File: config.mk
export PLATFORM = sky130hd
export DESIGN_NAME = sprite_motion_engine
export DESIGN_NICKNAME = d
export VERILOG_FILES = /design/src/rtl/sprite_motion_engine.sv
export SDC_FILE = /design/constraint.sdc
export NUM_CORES = 1
export LEC_CHECK = 0
export CORE_ASPECT_RATIO = 1.1
export CORE_UTILIZATION = 45
export CTS_CLUSTER_SIZE = 28
export DETAILED_ROUTE_END_ITERATION = 6
export PLACE_DENSITY_LB_ADDON = 0.08
export SYNTH_ARGS = -nofsm -noshare
export SYNTH_HDL_FRONTEND = slang
export SYNTH_SLANG_ARGS = --single-unit
File: constraint.sdc
create_clock -name i_pix_clk -period 6.29 [get_ports i_pix_clk]
set_input_delay 0.629 -clock i_pix_clk [delete_from_list [all_inputs] [get_ports i_pix_clk]]
set_output_delay 0.629 -clock i_pix_clk [all_outputs]
set_load 0.05 [all_outputs]
File: src/rtl/sprite_motion_engine.sv
// sprite_motion_engine: moves NUM_SPR sprites by signed velocities every UPDATE_DIV frames, bouncing or wrapping in a MAX_X x MAX_Y field
//   i_pix_clk/i_reset_n : pixel clock, async active-low reset
//   i_vert_sync         : vsync, rising edge is the frame tick
//   i_enable            : freezes the frame counter when low
//   i_wrap_mode         : 0 bounce, 1 wrap
//   i_load_*/o_load_ready : host load of one sprite's position and velocity (IDLE only)
//   o_pos_x/o_pos_y     : packed positions, sprite k at [k*COORD_W +: COORD_W]
//   o_busy/o_update_done : pass in progress / one-cycle end-of-pass pulse
module sprite_motion_engine #(
    parameter int NUM_SPR    = 4,
    parameter int COORD_W    = 16,
    parameter int MAX_X      = 800,
    parameter int MAX_Y      = 150,
    parameter int UPDATE_DIV = 8,
    parameter int INIT_VX    = 8,
    parameter int INIT_VY    = 0,
    localparam int SEL_W     = (NUM_SPR > 1) ? $clog2(NUM_SPR) : 1,
    localparam int CNT_W     = (UPDATE_DIV > 1) ? $clog2(UPDATE_DIV) : 1
) (
    input  logic                       i_pix_clk,
    input  logic                       i_reset_n,
    input  logic                       i_vert_sync,
    input  logic                       i_enable,
    input  logic                       i_wrap_mode,
    input  logic                       i_load_valid,
    output logic                       o_load_ready,
    input  logic [SEL_W-1:0]           i_load_sel,
    input  logic [COORD_W-1:0]         i_load_x,
    input  logic [COORD_W-1:0]         i_load_y,
    input  logic [COORD_W-1:0]         i_load_vx,
    input  logic [COORD_W-1:0]         i_load_vy,
    output logic [NUM_SPR*COORD_W-1:0] o_pos_x,
    output logic [NUM_SPR*COORD_W-1:0] o_pos_y,
    output logic                       o_busy,
    output logic                       o_update_done
);
    typedef enum logic [1:0] {IDLE, UPDATE, DONE} state_t;

    localparam logic signed [COORD_W:0] MX   = (COORD_W+1)'(MAX_X);
    localparam logic signed [COORD_W:0] MY   = (COORD_W+1)'(MAX_Y);
    localparam logic [SEL_W-1:0]        LAST = SEL_W'(NUM_SPR - 1);

    // Returns {new_p, new_v}; the sum is formed one bit wider so it cannot overflow.
    function automatic logic [2*COORD_W-1:0] step(
        input logic signed [COORD_W-1:0] p,
        input logic signed [COORD_W-1:0] v,
        input logic signed [COORD_W:0]   m,
        input logic                      wrap
    );
        logic signed [COORD_W:0]   n;
        logic signed [COORD_W-1:0] nv;
        n  = {p[COORD_W-1], p} + {v[COORD_W-1], v};
        // The most negative velocity has no positive counterpart, so it saturates.
        nv = (v == {1'b1, {(COORD_W-1){1'b0}}}) ? {1'b0, {(COORD_W-1){1'b1}}} : -v;
        if (wrap)
            return {(n >= m) ? COORD_W'(n - m) : n[COORD_W] ? COORD_W'(n + m) : n[COORD_W-1:0], v};
        return (n >= m) ? {COORD_W'(m - 1), nv} : n[COORD_W] ? {{COORD_W{1'b0}}, nv} : {n[COORD_W-1:0], v};
    endfunction

    state_t                    state, state_nx;
    logic [SEL_W-1:0]          ch, ch_nx;
    logic [CNT_W-1:0]          frame_cnt;
    logic                      s1, s2, s3, tick, trig, load_go, upd;
    logic [2*COORD_W-1:0]      nx, ny;
    logic signed [COORD_W-1:0] px [NUM_SPR];
    logic signed [COORD_W-1:0] py [NUM_SPR];
    logic signed [COORD_W-1:0] vx [NUM_SPR];
    logic signed [COORD_W-1:0] vy [NUM_SPR];

    // s1/s2 synchronise vsync, s3 holds the previous synchronised level for edge detection.
    assign tick         = s2 & ~s3;
    assign trig         = tick & i_enable & (frame_cnt == CNT_W'(UPDATE_DIV - 1));
    assign o_load_ready = state == IDLE;
    assign load_go      = i_load_valid & o_load_ready;
    assign upd          = state == UPDATE;

    always_ff @(posedge i_pix_clk or negedge i_reset_n) begin
        if (!i_reset_n) begin
            {s1, s2, s3} <= '0;
            frame_cnt    <= '0;
            state        <= IDLE;
            ch           <= '0;
        end else begin
            {s1, s2, s3} <= {i_vert_sync, s1, s2};
            if (tick && i_enable)
                frame_cnt <= trig ? '0 : frame_cnt + 1'b1;
            state <= state_nx;
            ch    <= ch_nx;
        end
    end

    // A trigger arriving outside IDLE is simply ignored.
    always_comb begin
        state_nx      = state;
        ch_nx         = ch;
        o_busy        = state != IDLE;
        o_update_done = state == DONE;
        case (state)
            IDLE:    begin state_nx = trig ? UPDATE : IDLE; ch_nx = '0; end
            UPDATE:  begin state_nx = (ch == LAST) ? DONE : UPDATE; ch_nx = (ch == LAST) ? ch : ch + 1'b1; end
            DONE:    state_nx = IDLE;
            default: state_nx = IDLE;
        endcase
    end

    always_comb begin
        nx = step(px[ch], vx[ch], MX, i_wrap_mode);
        ny = step(py[ch], vy[ch], MY, i_wrap_mode);
    end

    // Loads only happen in IDLE and updates only in UPDATE, so the two never collide.
    // An out-of-range i_load_sel matches no channel and is dropped.
    always_ff @(posedge i_pix_clk or negedge i_reset_n) begin
        if (!i_reset_n) begin
            for (int k = 0; k < NUM_SPR; k++) begin
                px[k] <= '0;
                py[k] <= '0;
                vx[k] <= COORD_W'(INIT_VX);
                vy[k] <= COORD_W'(INIT_VY);
            end
        end else begin
            for (int k = 0; k < NUM_SPR; k++) begin
                if (load_go && 32'(i_load_sel) == k) begin
                    px[k] <= i_load_x;
                    py[k] <= i_load_y;
                    vx[k] <= i_load_vx;
                    vy[k] <= i_load_vy;
                end else if (upd && 32'(ch) == k) begin
                    {px[k], vx[k]} <= nx;
                    {py[k], vy[k]} <= ny;
                end
            end
        end
    end

    for (genvar k = 0; k < NUM_SPR; k++) begin : g_pack
        assign o_pos_x[k*COORD_W +: COORD_W] = px[k];
        assign o_pos_y[k*COORD_W +: COORD_W] = py[k];
    end
endmodule

After elaboration in Yosys (flattened, before gate mapping)
Index checks and enable logic that the tools add are counted.
{ "op_classes": {"n_addsub": 10, "n_mul": 0, "n_div": 0, "magnitude_cmp": 3, "eq_ne": 12, "shift": 0, "n_mux": 65, "bitwise": 6, "reduce_logical": 19} }
{ "ops": {"columns": ["op", "count"], "rows": [
  ["$mux W16", 46],
  ["$mux W32", 8],
  ["$bmux W16 S2", 4],
  ["$add A16 B16 Y17", 2],
  ["$eq A16 B16 Y1 const B", 2],
  ["$neg A16 Y16", 2],
  ["$ge A17 B11 Y1 const B", 1],
  ["$ge A17 B9 Y1 const B", 1],
  ["$add A16 B11 Y16 const B", 1],
  ["$add A16 B9 Y16 const B", 1],
  ["$sub A16 B11 Y16 const B", 1],
  ["$sub A16 B9 Y16 const B", 1],
  ["$reduce_bool A2 Y1", 6],
  ["$eq A2 B2 Y1 const B", 5],
  ["$logic_and A1 B1 Y1", 9],
  ["$pmux W2 S2", 2],
  ["$eq A2 B1 Y1 const B", 3],
  ["$logic_not A2 Y1", 3],
  ["$and A1 B1 Y1", 4],
  ["$mux W2", 2],
  ["$add A3 B1 Y3 const B", 1],
  ["$eq A3 B3 Y1 const B", 1],
  ["$ge A3 B3 Y1 const B", 1],
  ["$mux W3", 1],
  ["6 further kinds", 7]
]} }
{ "word_totals": {"register_bits": 266, "latchBits": 0, "ramBits": 0, "rom_bits": 0, "in_bits": 72, "out_inout_bits": 131, "word_cells": 137, "memories": 0} }

Longest topological paths before layout
Gate-level depths: netlist (run 1).
{ "logic_depth": {"depth_word": 12, "ltp_mapped": 21, "ltp_nobuf": 14} }

Worst setup path before layout (run 1)
No wires, ideal clock.
{ "synth_timing": {"path_kind": "reg-to-reg", "start": "register ch[0]", "end": "register px, in the netlist o_pos_x[11]", "setup_time_ns": 0.074, "t_arrival_ns": 5.809, "required_time_ns": 6.216, "slack_ns": 0.407, "path_stages_with_launch": 21, "path_buffers": 6, "synth_period_minus_slack_ns": 5.883, "cell_sequence": "dfrtp_1 > buf_4 > buf_4 > buf_4 > buf_2 > buf_1 > mux4_2 > ha_1 > fa_1 > a211o_1 > a41oi_2 > xnor2_1 > inv_1 > ha_1 > a211oi_1 > or3_1 > buf_2 > o21ai_4 > o41ai_1 > mux2_4 > o21ai_2"} }
{ "synth_via": {"elab_chain_cells": 12, "elab_cells_between_ends": 22, "cone_classes": "add/sub (3); order compare (1); mux (14); bitwise (1); reduce/logical (3)"} }
{ "synth_lines": {"columns": ["item", "line", "source"], "rows": [
  ["from (decl)", "61", "logic [SEL_W-1:0] ch, ch_nx;"],
  ["from (signal assigned)", "88", "ch <= ch_nx;"],
  ["$not A2 Y3 (not written as such)", "107", "nx = step(px[ch], vx[ch], MX, i_wrap_mode);"],
  ["$bmux W16 S2", "107", null],
  ["$mux W16 (not written as such) (2 in a row)", "107", null],
  ["$add A16 B16 Y17", "52", "n = {p[COORD_W-1], p} + {v[COORD_W-1], v};"],
  ["$add A16 B11 Y16", "56", "return {(n >= m) ? COORD_W'(n - m) : n[COORD_W] ? COORD_W'(n + m) : n[COORD_W-1:0], v};"],
  ["$mux W16 (2 in a row)", "56", null],
  ["$mux W32", "55", "if (wrap)"],
  ["$mux W32", "57", "return (n >= m) ? {COORD_W'(m - 1), nv} : n[COORD_W] ? {{COORD_W{1'b0}}, nv} : {n[COORD_W-1:0], v};"],
  ["$mux W16", "128", "end else if (upd && 32'(ch) == k) begin"],
  ["$mux W16", "123", "if (load_go && 32'(i_load_sel) == k) begin"],
  ["to (signal, indexed assignment)", "124", "px[k] <= i_load_x;"],
  ["to (signal, indexed assignment)", "129", "{px[k], vx[k]} <= nx;"],
  ["to (decl)", "65", "logic signed [COORD_W-1:0] px [NUM_SPR];"]
]} }
Parallel ways exist; a longest one is shown, timed or not. The select of a mux whose other input is x is not followed.
A chain may end at the register's enable or synchronous reset.

Worst setup path in the final report (run 1)
{ "layout_timing": {"start": "register ch[0]", "end": "register px, in the netlist o_pos_x[28]"} }
The elaborated chain is that of the path after synthesis.

==> results of run 1 <==
cell usage in the layout, fill, tap and decap left out, types with 7 or more instances in the layout:
cell type and instances:
a211oi_1 10, a221o_1 8, a31o_2 11, o21ai_0 259, nor2_4 7, o22ai_1 12, a22oi_1 258, o211ai_1 8
or3_1 19, buf_4 24, nand2b_1 13, nor3_1 21, o31ai_1 10, mux4_2 64, nor2_1 56, ha_1 46
clkbuf_16 29, xnor2_1 18, nand3_1 23, clkbuf_1 10, mux2_2 8, nor4_1 8, o21ai_1 27, nand2_1 65
dfrtp_1 260, xor2_1 9, o21a_1 9, clkbuf_8 7, and2_1 11, a22o_1 7, clkdlybuf4s50_1 201, and3_1 14
inv_1 33, a21o_1 14, a21oi_1 64
sequential cells by signal (all words and copies together), names as in the netlist, 2 cells and up:
signal	flops
ch	2
frame_cnt	3
o_pos_x	64
o_pos_y	64
state	2
vx	64
vy	64
metal layers:
layer	vias to the layer above	GRT usage, %	wire length [um]
met5	-	0	0
met3	111	4.92	4170
met1	7682	42.0	23800
met4	0	12.6	2010
li1	6668	-	-
met2	710	54.0	29700
through the flow:
stage | setup slack [ns] | cell area [um2] | util [%] | instances
after CTS | 0.590 | 19600 | 55.5 | 2269
after detailed placement | 0.618 | 18700 | 52.9 | 2215
after floorplan | 0.407 | 16200 | - | 1623
final | 0.566 | 19600 | 55.6 | 2271
after global placement | 0.688 | 18700 | 52.9 | 2215
after global routing | 0.126 | 19600 | 55.6 | 2271
area by class of cell:
type	count	area [um2]
diodes	2	5.00
clock buffers	46	860
clock inverters	8	71.3
fillers	3183	15700
inverters	33	124
multi-input cells	1206	9020
flip-flops and latches	266	6670
well taps	481	602
repair buffers	229	2270
synth_stat cells, drive strengths merged, types with 19 or more instances:
cell type,instances
a21oi,66
a22oi,258
buf,20
clkbuf,98
dfrtp,262
ha,46
inv,33
mux4,64
nand2,69
nand3,23
nor2,63
nor3,23
o21ai,291
or3,19
how the worst max path moves through the flow:
stage                            from                 endpoint  slack, ns
CTS                 ch[0]$_DFFE_PN0P_  o_pos_x[28]$_DFFE_PN0P_       0.59
global route        ch[0]$_DFFE_PN0P_       vx[55]$_DFFE_PN0P_       0.13
floorplan           ch[0]$_DFFE_PN0P_  o_pos_x[11]$_DFFE_PN0P_       0.41
detailed placement  ch[0]$_DFFE_PN0P_  o_pos_x[28]$_DFFE_PN0P_       0.62
global placement    ch[0]$_DFFE_PN0P_  o_pos_x[27]$_DFFE_PN0P_       0.69
finish              ch[0]$_DFFE_PN0P_  o_pos_x[28]$_DFFE_PN0P_       0.57
critical path: stages (launching register included):
cell,delay [ns]
dfrtp_4,0.87
buf_12,0.32
mux4_2,0.55
ha_1,0.24
fa_1,0.40
a211o_1,0.30
a41oi_2,0.39
xnor2_1,0.29
inv_1,0.13
ha_1,0.25
a211oi_1,0.53
or3_1,0.32
o21ai_4,0.14
o41ai_1,0.40
xnor2_1,0.24
o21ai_0,0.15
kinds of logic after synthesis:
group	share of synthesized area (%)
compound gates	30.9
simple gates	9.18
flops	41.1
buf+inv	3.70
mux	9.85
fa+ha+maj	3.80
xor+xnor	1.46
==> out/qor.yml, run 1 <==
sta:
  slew_viol_final: 0
  min_period_ns: 5.72
  rsz0062_at_grt: "false"
  hold_viol_final: 0
  worst_pin_slew_ns: 1.19
  finalSetupTns_ns: 0
  max_slew_margin_pct: 20.6
  hold_slack_ns: 0.0546
  setup-violations-final: 0
  fin_skew_ns: 0.0204
  fmax_ghz: 0.175
  post-route-period-util_pct: 91.0
critical_path:
  critPathArrivalTime_ns: 6.12
  ff2ff_path_depth: 15
  worstPathMaxFanout: 30
  startpoint_type: "flip-flop"
  required_ns: 6.69
  endpoint_kind: "flip-flop"
  worstReg2RegStart: "ch[0]$_DFFE_PN0P_"
  criticalPathCategory: "reg2reg"
  r2r_end: "o_pos_x[28]$_DFFE_PN0P_"
  rrSetupSlack_ns: 0.57
detailed_routing:
  dr.pass1.iters: 6
  drt_iter0_drc: 1633
  wl_per_cell_um: 26.3
  wl_um: 59700
  post-route-drc-count: 0
  via_count: 15200
  drtAntennaViolNets: 0
  routed_via_density: 6.68
floorplanning:
  die-area_um2: 36800
  initial_core_util_pct: 45.9
  die_w_um: 183
  die_y_um: 201
  rows: 72
  io_pins: 203
  coreArea_um2: 35300
layout:
  synthToLayoutAreaGrowth_pct: 21.0
  drive_gt1_share_pct: 11.2
  nNetsFinal: 1885
clock_tree:
  max-clock-path-buffers: 3
  numCtsBuffers: 29
  cts.hold.buffers_added: 0
  cts_sinks: 266
  clk_pin_slew_worst_paths_ns: 0.06
  post_cts_resized: 0
  htreeDepth: 1
  post_cts_buffers: 0
  cts_tree: "yes"
  clk_latency_ns: 0.57
  cts_root_buf: "clkbuf_16"
placed_design:
  gp_congestion: 0.961
  hpwl_um: 38600
  portBuffers: 202
grt:
  grt_antenna_before_repair: 2
  grt_pass1_vias: 15000
  grt_max_degree: 151
  grt_pass1_wl_um: 91500
  grtUsageTotal_pct: 32.3
  overflow: 0
synth:
  yosys.area.top_type: "dfrtp_1"
  synthesis.nets: 1743
  synth.area.top_cells: "dfrtp_1 (40%), a22oi_1 (12%), mux4_2 (8.9%), o21ai_0 (8.0%), ha_1 (3.5%)"
  netlist.area_leader.share_pct: 40.4
  async_flop_share_pct: 100
  postSynthCellCount: 1623
  synth-main-ff-cell: "dfrtp_1"
  avgSynthCellArea_um2: 9.99
  synthDistinctLibCells: 82
  synth_edf_count: 0
  synth_seq_cells: 266
  seq_area_frac_synth_pct: 41.1
  synthesis.area_um2: 16200
  yosysWarnings: 0
status:
  outcome: "finished, final reports clean"
job:
  cap_violations: 0
hold_path:
  min-delay-path-class: "in2async"
Power of run 1 is left out: the tool's default activity adds up to more than one toggle a clock period on the data nets, which glitch-free logic cannot reach.
==> run 2: changes to the inputs <==
--- a/config.mk
+++ b/config.mk
@@ -6,6 +6,7 @@
 export NUM_CORES = 1
 export LEC_CHECK = 0
 export CORE_ASPECT_RATIO = 1.1
+export CORE_MARGIN = 1
 export CORE_UTILIZATION = 45
 export CTS_CLUSTER_SIZE = 28
 export DETAILED_ROUTE_END_ITERATION = 6
==> results of run 2 <==
The final DEF is identical to that of run 1; final timing and power are the same.
Power of run 2 is left out for the same reason.
